File: config.mk
export PLATFORM = sky130hd
export DESIGN_NAME = scan_transfer_ctrl
export DESIGN_NICKNAME = d
export VERILOG_FILES = /design/src/rtl/scan_pkg.sv /design/src/rtl/drain_timer.sv /design/src/rtl/scan_transfer_ctrl.sv
export SDC_FILE = /design/constraint.sdc
export NUM_CORES = 1
export LEC_CHECK = 0
export CORE_AREA = 2 2 51 53
export DETAILED_ROUTE_END_ITERATION = 7
export DIE_AREA = 0 0 53 55
export PLACE_DENSITY = 0.69
export SLEW_MARGIN = 10
export SYNTH_ARGS = -nofsm -noshare
export SYNTH_HDL_FRONTEND = slang
export SYNTH_SLANG_ARGS = --single-unit
File: constraint.sdc
create_clock -name clk -period 1.63 [get_ports clk]
set_clock_uncertainty 0.15 [all_clocks]
set_input_delay 0.326 -clock clk [delete_from_list [all_inputs] [get_ports clk]]
set_output_delay 0.326 -clock clk [all_outputs]
set_load 0.1 [all_outputs]
File: src/rtl/scan_pkg.sv
// Shared types and constants for the scan/transfer controller and its drain timer.
package scan_pkg;

  localparam int BUF_DEPTH_DEF   = 10;
  localparam int DRAIN_TICKS_DEF = 8;
  localparam int UNIT_W          = 4;

  // Occupancy captured when a transfer is triggered by the 90% flag.
  localparam logic [UNIT_W-1:0] OCC_LEVEL90 = 4'd9;

  typedef enum logic [2:0] {
    ST_IDLE      = 3'd0,
    ST_SCANNING  = 3'd1,
    ST_WAIT_XFER = 3'd2,
    ST_HALT      = 3'd3,
    ST_TRANSFER  = 3'd4
  } scan_state_e;

endpackage

File: src/rtl/drain_timer.sv
// Free-running tick divider: counts 0..DRAIN_TICKS-1 while enabled and flags the wrap cycle.
module drain_timer
  import scan_pkg::*;
#(
  parameter int DRAIN_TICKS = DRAIN_TICKS_DEF
) (
  input  logic clk,
  input  logic reset,
  input  logic enable,
  input  logic clear,
  output logic tick
);

  localparam int CNT_W = (DRAIN_TICKS > 1) ? $clog2(DRAIN_TICKS) : 1;
  localparam logic [CNT_W-1:0] CNT_LAST = CNT_W'(DRAIN_TICKS - 1);
  localparam logic [CNT_W-1:0] CNT_ONE  = CNT_W'(1);

  logic [CNT_W-1:0] cnt_q, cnt_d;

  assign tick = enable && (cnt_q == CNT_LAST);

  // Next count: clear wins over counting, wrap back to zero on the tick cycle.
  always_comb begin
    cnt_d = cnt_q;
    if (clear) begin
      cnt_d = '0;
    end else if (enable) begin
      if (tick) begin
        cnt_d = '0;
      end else begin
        cnt_d = cnt_q + CNT_ONE;
      end
    end else begin
      cnt_d = cnt_q;
    end
  end

  // Count register.
  always_ff @(posedge clk or negedge reset) begin
    if (!reset) begin
      cnt_q <= '0;
    end else begin
      cnt_q <= cnt_d;
    end
  end

endmodule

File: src/rtl/scan_transfer_ctrl.sv
// Scan session controller: arbitrates the shared transmit channel against a peer
// scanner and drains the buffer one unit per DRAIN_TICKS cycles.
module scan_transfer_ctrl
  import scan_pkg::*;
#(
  parameter int DRAIN_TICKS = DRAIN_TICKS_DEF,
  parameter int BUF_DEPTH   = BUF_DEPTH_DEF
) (
  input  logic              clk,
  input  logic              reset,
  input  logic              startScan,
  input  logic              level80,
  input  logic              level90,
  input  logic              level100,
  input  logic              peerTransferring,
  output logic              beginScanning,
  output logic              warn80,
  output logic              stopped,
  output logic              transferring,
  output logic              drainPulse,
  output logic [UNIT_W-1:0] unitsSent,
  output logic              xferDone
);

  localparam logic [UNIT_W-1:0] OCC_FULL = UNIT_W'(BUF_DEPTH);
  localparam logic [UNIT_W-1:0] UNIT_ONE = 4'd1;

  scan_state_e       state_q, state_d;
  logic [UNIT_W-1:0] occ_q, occ_d;
  logic [UNIT_W-1:0] units_q, units_d;
  logic              begin_q, begin_d, warn_q, warn_d, stop_q, stop_d;
  logic              xfer_q, xfer_d, drain_q, drain_d, done_q, done_d;
  logic              tick_s, last_unit_s, timer_en_s, timer_clr_s;

  // Timer sits at zero outside TRANSFER, so every transfer starts from a fresh count.
  assign timer_en_s  = (state_q == ST_TRANSFER);
  assign timer_clr_s = !timer_en_s;
  assign last_unit_s = tick_s && ((units_q + UNIT_ONE) == occ_q);

  drain_timer #(.DRAIN_TICKS(DRAIN_TICKS)) u_drain_timer (
    .clk    (clk),
    .reset  (reset),
    .enable (timer_en_s),
    .clear  (timer_clr_s),
    .tick   (tick_s)
  );

  // State register.
  always_ff @(posedge clk or negedge reset) begin
    if (!reset) begin
      state_q <= ST_IDLE;
    end else begin
      state_q <= state_d;
    end
  end

  // Next state and captured occupancy; level flags only matter in SCANNING/WAIT_XFER.
  always_comb begin
    state_d = state_q;
    occ_d   = occ_q;
    case (state_q)
      ST_IDLE: begin
        if (startScan) state_d = ST_SCANNING;
        else           state_d = ST_IDLE;
      end
      ST_SCANNING: begin
        if (level100) begin
          if (peerTransferring) state_d = ST_HALT;
          else begin state_d = ST_TRANSFER; occ_d = OCC_FULL; end
        end else if (level90) begin
          if (peerTransferring) state_d = ST_WAIT_XFER;
          else begin state_d = ST_TRANSFER; occ_d = OCC_LEVEL90; end
        end else begin
          state_d = ST_SCANNING;
        end
      end
      ST_WAIT_XFER: begin
        if (level100) begin
          if (peerTransferring) state_d = ST_HALT;
          else begin state_d = ST_TRANSFER; occ_d = OCC_FULL; end
        end else if (!peerTransferring) begin
          state_d = ST_TRANSFER;
          occ_d   = OCC_LEVEL90;
        end else begin
          state_d = ST_WAIT_XFER;
        end
      end
      ST_HALT: begin
        if (!peerTransferring) begin state_d = ST_TRANSFER; occ_d = OCC_FULL; end
        else                   state_d = ST_HALT;
      end
      ST_TRANSFER: begin
        if (last_unit_s) state_d = ST_IDLE;
        else             state_d = ST_TRANSFER;
      end
      default: begin
        state_d = ST_IDLE;
        occ_d   = '0;
      end
    endcase
  end

  // Output next values; outputs are registered so they line up with the state they describe.
  always_comb begin
    begin_d = (state_q == ST_IDLE) && startScan;
    stop_d  = (state_d == ST_HALT);
    xfer_d  = (state_d == ST_TRANSFER);
    drain_d = tick_s;
    done_d  = last_unit_s;
    if (state_d == ST_IDLE) begin
      warn_d = 1'b0;
    end else if ((state_q == ST_SCANNING) && level80 && !level90 && !level100) begin
      warn_d = 1'b1;
    end else begin
      warn_d = warn_q;
    end
    if (xfer_d && (state_q != ST_TRANSFER)) begin
      units_d = '0;
    end else if (tick_s) begin
      units_d = units_q + UNIT_ONE;
    end else begin
      units_d = units_q;
    end
  end

  // Output and datapath registers.
  always_ff @(posedge clk or negedge reset) begin
    if (!reset) begin
      occ_q   <= '0;
      units_q <= '0;
      begin_q <= 1'b0;
      warn_q  <= 1'b0;
      stop_q  <= 1'b0;
      xfer_q  <= 1'b0;
      drain_q <= 1'b0;
      done_q  <= 1'b0;
    end else begin
      occ_q   <= occ_d;
      units_q <= units_d;
      begin_q <= begin_d;
      warn_q  <= warn_d;
      stop_q  <= stop_d;
      xfer_q  <= xfer_d;
      drain_q <= drain_d;
      done_q  <= done_d;
    end
  end

  assign beginScanning = begin_q;
  assign warn80        = warn_q;
  assign stopped       = stop_q;
  assign transferring  = xfer_q;
  assign drainPulse    = drain_q;
  assign unitsSent     = units_q;
  assign xferDone      = done_q;

endmodule

## After elaboration in Yosys (flattened, before gate mapping)

Cells that the tools add are included.

| word-level totals | value |
|---|---|
| flip-flop bits (word level) | 20 |
| input port bits | 7 |
| output and inout port bits | 10 |
| logic and storage cells | 58 |

| cells by class | value |
|---|---|
| $add $sub $neg | 2 |
| equality and inequality tests | 10 |
| multiplexer cells | 20 |
| bitwise operators | 1 |
| reductions and logical operators | 15 |

Operators with widths:

| operator | count |
|---|---|
| 4-bit two-way mux | 7 |
| 3-bit two-way mux | 8 |
| 4-bit one-hot mux with 4 select lines | 1 |
| 3-bit one-hot mux with 5 select lines | 1 |
| 3-bit by 2-bit == test with 1-bit output, second input constant | 3 |
| 3-bit == test, second input constant | 3 |
| 1-bit logical AND | 7 |
| 3-bit logical NOT | 2 |
| 3-bit inequality test, second input constant | 2 |
| 4-bit by 1-bit adder with 4-bit output, second input constant | 1 |
| 4-bit == test | 1 |
| 2-bit nonzero test | 2 |
| 3-bit by 1-bit adder with 3-bit output, second input constant | 1 |
| 3-bit by 1-bit == test with 1-bit output, second input constant | 1 |
| 1-bit two-way mux | 3 |
| 1-bit logical NOT | 2 |
| 2-bit AND reduction | 1 |
| 2-bit OR reduction | 1 |
| 1-bit inverter | 1 |

## Logic depth before layout (Yosys ltp)

| depth | value |
|---|---|
| depth in word-level cells | 8 |
| depth in mapped cells | 6 |
| depth with buffers taken out | 6 |

## Hierarchy

From an unflattened synthesis, not the netlist that was laid out.

| unflattened totals | value |
|---|---|
| cell total of the unflattened synthesis | 90 |
| area, all modules | 998.5 µm² |

Modules (own cells, without submodules):

| module | times used | cells each | area an instance (µm²) | sequential area each (µm²) |
|---|---|---|---|---|
| scan_transfer_ctrl | 1 | 77 | 844.6 | 425.4 |
| drain_timer | 1 | 13 | 153.9 | 75.1 |

## Worst setup path after synthesis

OpenSTA, ideal clock, no wires.

| path | value |
|---|---|
| path kind | reg2reg |
| from | register units_q[0], in the netlist unitsSent[0] |
| to | register state_q[2] |
| library setup time | 0.132 ns |
| arrival | 1.920 ns |
| required time | 1.348 ns |
| slack | -0.572 ns |
| cell stages (with the launch flop) | 6 |
| buffers on the path | 0 |
| period minus slack after synthesis | 2.202 ns |
| cell sequence | dfrtp_1 > ha_1 > xor2_1 > nor2_1 > a41o_1 > o31ai_1 |

| between the ends | value |
|---|---|
| longest elaborated chain between the ends | 5 |

RTL lines:

| item | RTL line | RTL |
|---|---|---|
| start, declared | scan_transfer_ctrl.sv:30 | `logic [UNIT_W-1:0] units_q, units_d;` |
| start signal, assigned | scan_transfer_ctrl.sv:139 | `units_q <= units_d;` |
| 4-bit by 1-bit adder with 4-bit output | scan_transfer_ctrl.sv:38 | `assign last_unit_s = tick_s && ((units_q + UNIT_ONE) == occ_q);` |
| 4-bit == test | scan_transfer_ctrl.sv:38 |  |
| 1-bit logical AND | scan_transfer_ctrl.sv:38 |  |
| 3-bit two-way mux | scan_transfer_ctrl.sv:93 | `if (last_unit_s) state_d = ST_IDLE;` |
| 3-bit one-hot mux with 5 select lines | scan_transfer_ctrl.sv:61 | `case (state_q)` |
| named net state_d[2] | scan_transfer_ctrl.sv:28 | `scan_state_e state_q, state_d;` |
| end signal, assigned | scan_transfer_ctrl.sv:53 | `state_q <= state_d;` |
| end, declared | scan_transfer_ctrl.sv:28 |  |

The timed path passes the listed nets, and every way through them passes these cells.
A chain may end at the register's enable or synchronous reset.

## Worst setup path after layout

| path | value |
|---|---|
| from | register units_q[1], in the netlist unitsSent[1] |
| to | register state_q[2] |

Same word-level chain as after synthesis.

==> metrics.txt <==
status finished, violations left; failing checks setup timing; vias in the first global route 907; Fill cells about 180; Startpoint Class flip-flop; Post-Syn Instances 96; fraction of layout cells with a size suffix above 1 a little under half; Worst Hold Class in -> async; input/output buffers 16; core area 2365 um^2; Pre-Repair DR Iteration Count 4; post-synthesis sequential area ratio 50.31%; Worst EP required 1670 ps; initial antenna violation count 0; WS Path Type reg -> reg; final setup fails 2; CTS Sinks 20; CP Data Arrival Time 1690 ps; RSZ-0062 raised after global routing true; H-tree depth 1; crit path max fanout 3; Clock Path Buffers 2; max_slew headroom 79.18%; setup slack after layout -19.30 ps; Post-DRT Antenna Nets 0; leakage 0.0007145 uW; CTS Buf Count 3; commonest non-fill, non-tap cell in the layout buf_4; Global Route Usage Sum 19.55%; CTS tree yes; DIE AREA 2915 um^2; first-pass GRT wire length 3953 um; IO Pins 17; crit end category flip-flop; Mapped Nets 106; Worst-path clk slew 120 ps; DPL Wire Length 1781 um; Placer Congestion 0.8542; Die Height 55 um; Tcrit/Tclk final 101.2%; peak supply drop 1.273 mV; FF/Latch Area approximately 510 um^2; Clk Tree Root Cell clkbuf_4; syn_area_per_cell 10.36 um^2; Worst Max-Slew Pin Slew 311.4 ps; Final #Nets 150; initial core utilization 42.06%; min Tclk post-route roughly 1600 ps; Cell Pwr Density 1310 nW/um^2; Setup WS pre-CTS -391.2 ps; Final Hold Fails 0; Yosys reg bits 20; pin count of the biggest net entering global routing 21; Non-Filler Instances 169; total DRC errors in the routed layout 0; total grt overflow 0; row count 18; DR vias between 900 and 1,000; total routed wirelength 2502 um; synth warn 0; Hold Buf Count CTS 0; Clk Latency, worst-skew pair 320 ps; Yosys cell types 35; max cap viols 0; fin. max-slew vios 0; area of the multi-input gates 540.5 um^2; initial DRC count 14; total chip power ~2100 uW; most frequent cells in the layout 26 x buf_4, 13 x dfrtp_1, 10 x buf_12, 7 x o21ai_0, 6 x nand2_1; vias per inst 5.509; Max Clock Freq around 610 MHz; Synth Cell Area 994.7 um^2; placed cells 159; Die X 53 um; routed len/inst 14.80 um; Area growth syn-to-layout 60.63%; ant diodes 0
==> logic make-up after synthesis <==
| family | share of synthesized area (%) |
|---|---|
| flip-flops | 50.31 |
| XOR/XNOR | 5.283 |
| AND/OR/NAND/NOR | 18.99 |
| AO/OA/AOI/OAI | 18.99 |
| adder cells (fa/ha/maj) | 3.774 |
| buffers and inverters | 2.641 |
==> cells in the mapped netlist, drive strengths merged <==
cell type	number	area, um^2
dfrtp	20	500.5
o21ai	8	43.79
nand2	7	28.78
nor2	6	22.52
a21oi	5	25.02
nor3	4	20.02
xnor2	4	35.03
and3	3	18.77
buf	3	15.01
ha	3	37.54
o21a	3	22.52
o31ai	3	22.52
a221o	2	21.27
clkbuf	2	7.510
nor2b	2	12.51
nor3b	2	15.01
nor4	2	12.51
nor4b	2	17.52
xor2	2	17.52
a211o	1	10.01
a211oi	1	7.510
a21boi	1	7.510
a41o	1	10.01
and2	1	8.760
and4	1	8.760
inv	1	3.750
nand2b	1	6.260
nand3	1	5.000
nand4	1	6.260
o22a	1	10.01
o31a	1	8.760
or3	1	6.260
==> registers in the layout (all words and copies together), names as in the netlist <==
signal,flops
drainPulse,1
u_drain_timer.cnt_q,3
stopped,1
occ_q,4
xferDone,1
unitsSent,4
transferring,1
state_q,3
beginScanning,1
warn80,1
==> report_power, final <==
| part | leakage, uW | internal, uW | switching, uW |
|---|---|---|---|
| Sequential | 0.000256 | 607 | 135 |
| Clock | 0.0000150 | 95.7 | 163 |
| Combinational | 0.000444 | 519 | 574 |
| Total | 0.000714 | 1220 | 871 |
==> metal layers <==
| metal | vias up | GRT usage [%] | part of all wire [%] |
|---|---|---|---|
| met1 | 447 | 21.37 | 39 |
| li1 | 438 | - | - |
| met3 | 11 | 2.419 | 3.2 |
| met5 | - | 0 | 0 |
| met2 | 35 | 34.58 | 53 |
| met4 | 0 | 15.38 | 4.2 |
==> layout make-up <==
cell class	count	share of cell area, %
repair buffers	44	29.76
clock buffers	4	1.644
flip-flops and latches	20	32.18
well taps	30	2.349
multi-input cells	70	33.83
inverters	1	0.2349
==> through the flow <==
step	setup TNS, ps	instance area, um^2	utilization (%)	hold WS, ps
floorplan	-167.1	1017	-	-119.6
global placement	-2649	1458	61.64	279.0
detailed placement	-2853	1458	61.64	290.2
CTS	-1.697	1505	63.65	208.4
global route	-252.4	1598	67.57	212.1
finish	-30.20	1598	67.57	178.8
==> what timing repair did <==
action	4_1_cts	5_1_grt
resized for setup	7	11
pin swaps	3	2
setup buffers	1	5
setup endpoints to repair	9	10
==> worst paths after layout <==
check	from	end	cells past startpoint	slack [ps]
worst max-delay path	unitsSent[1]	state_q[2]	5	-20
worst min-delay path	reset	xferDone	2	180
worst max register to register	unitsSent[1]	state_q[2]	5	-20
worst min register to register	u_drain_timer.cnt_q[0]	u_drain_timer.cnt_q[0]	1	310
max in group asynchronous	reset	unitsSent[1]	2	900
min in group clk	u_drain_timer.cnt_q[0]	u_drain_timer.cnt_q[0]	1	310
==> critical path, stage by stage, from the launching register on <==
cell,delay (ps)
dfrtp_4,510
ha_4,250
xor2_1,130
nor2_1,130
a41o_1,260
o31ai_1,100
No activity file was read; power rests on OpenSTA's default activity.
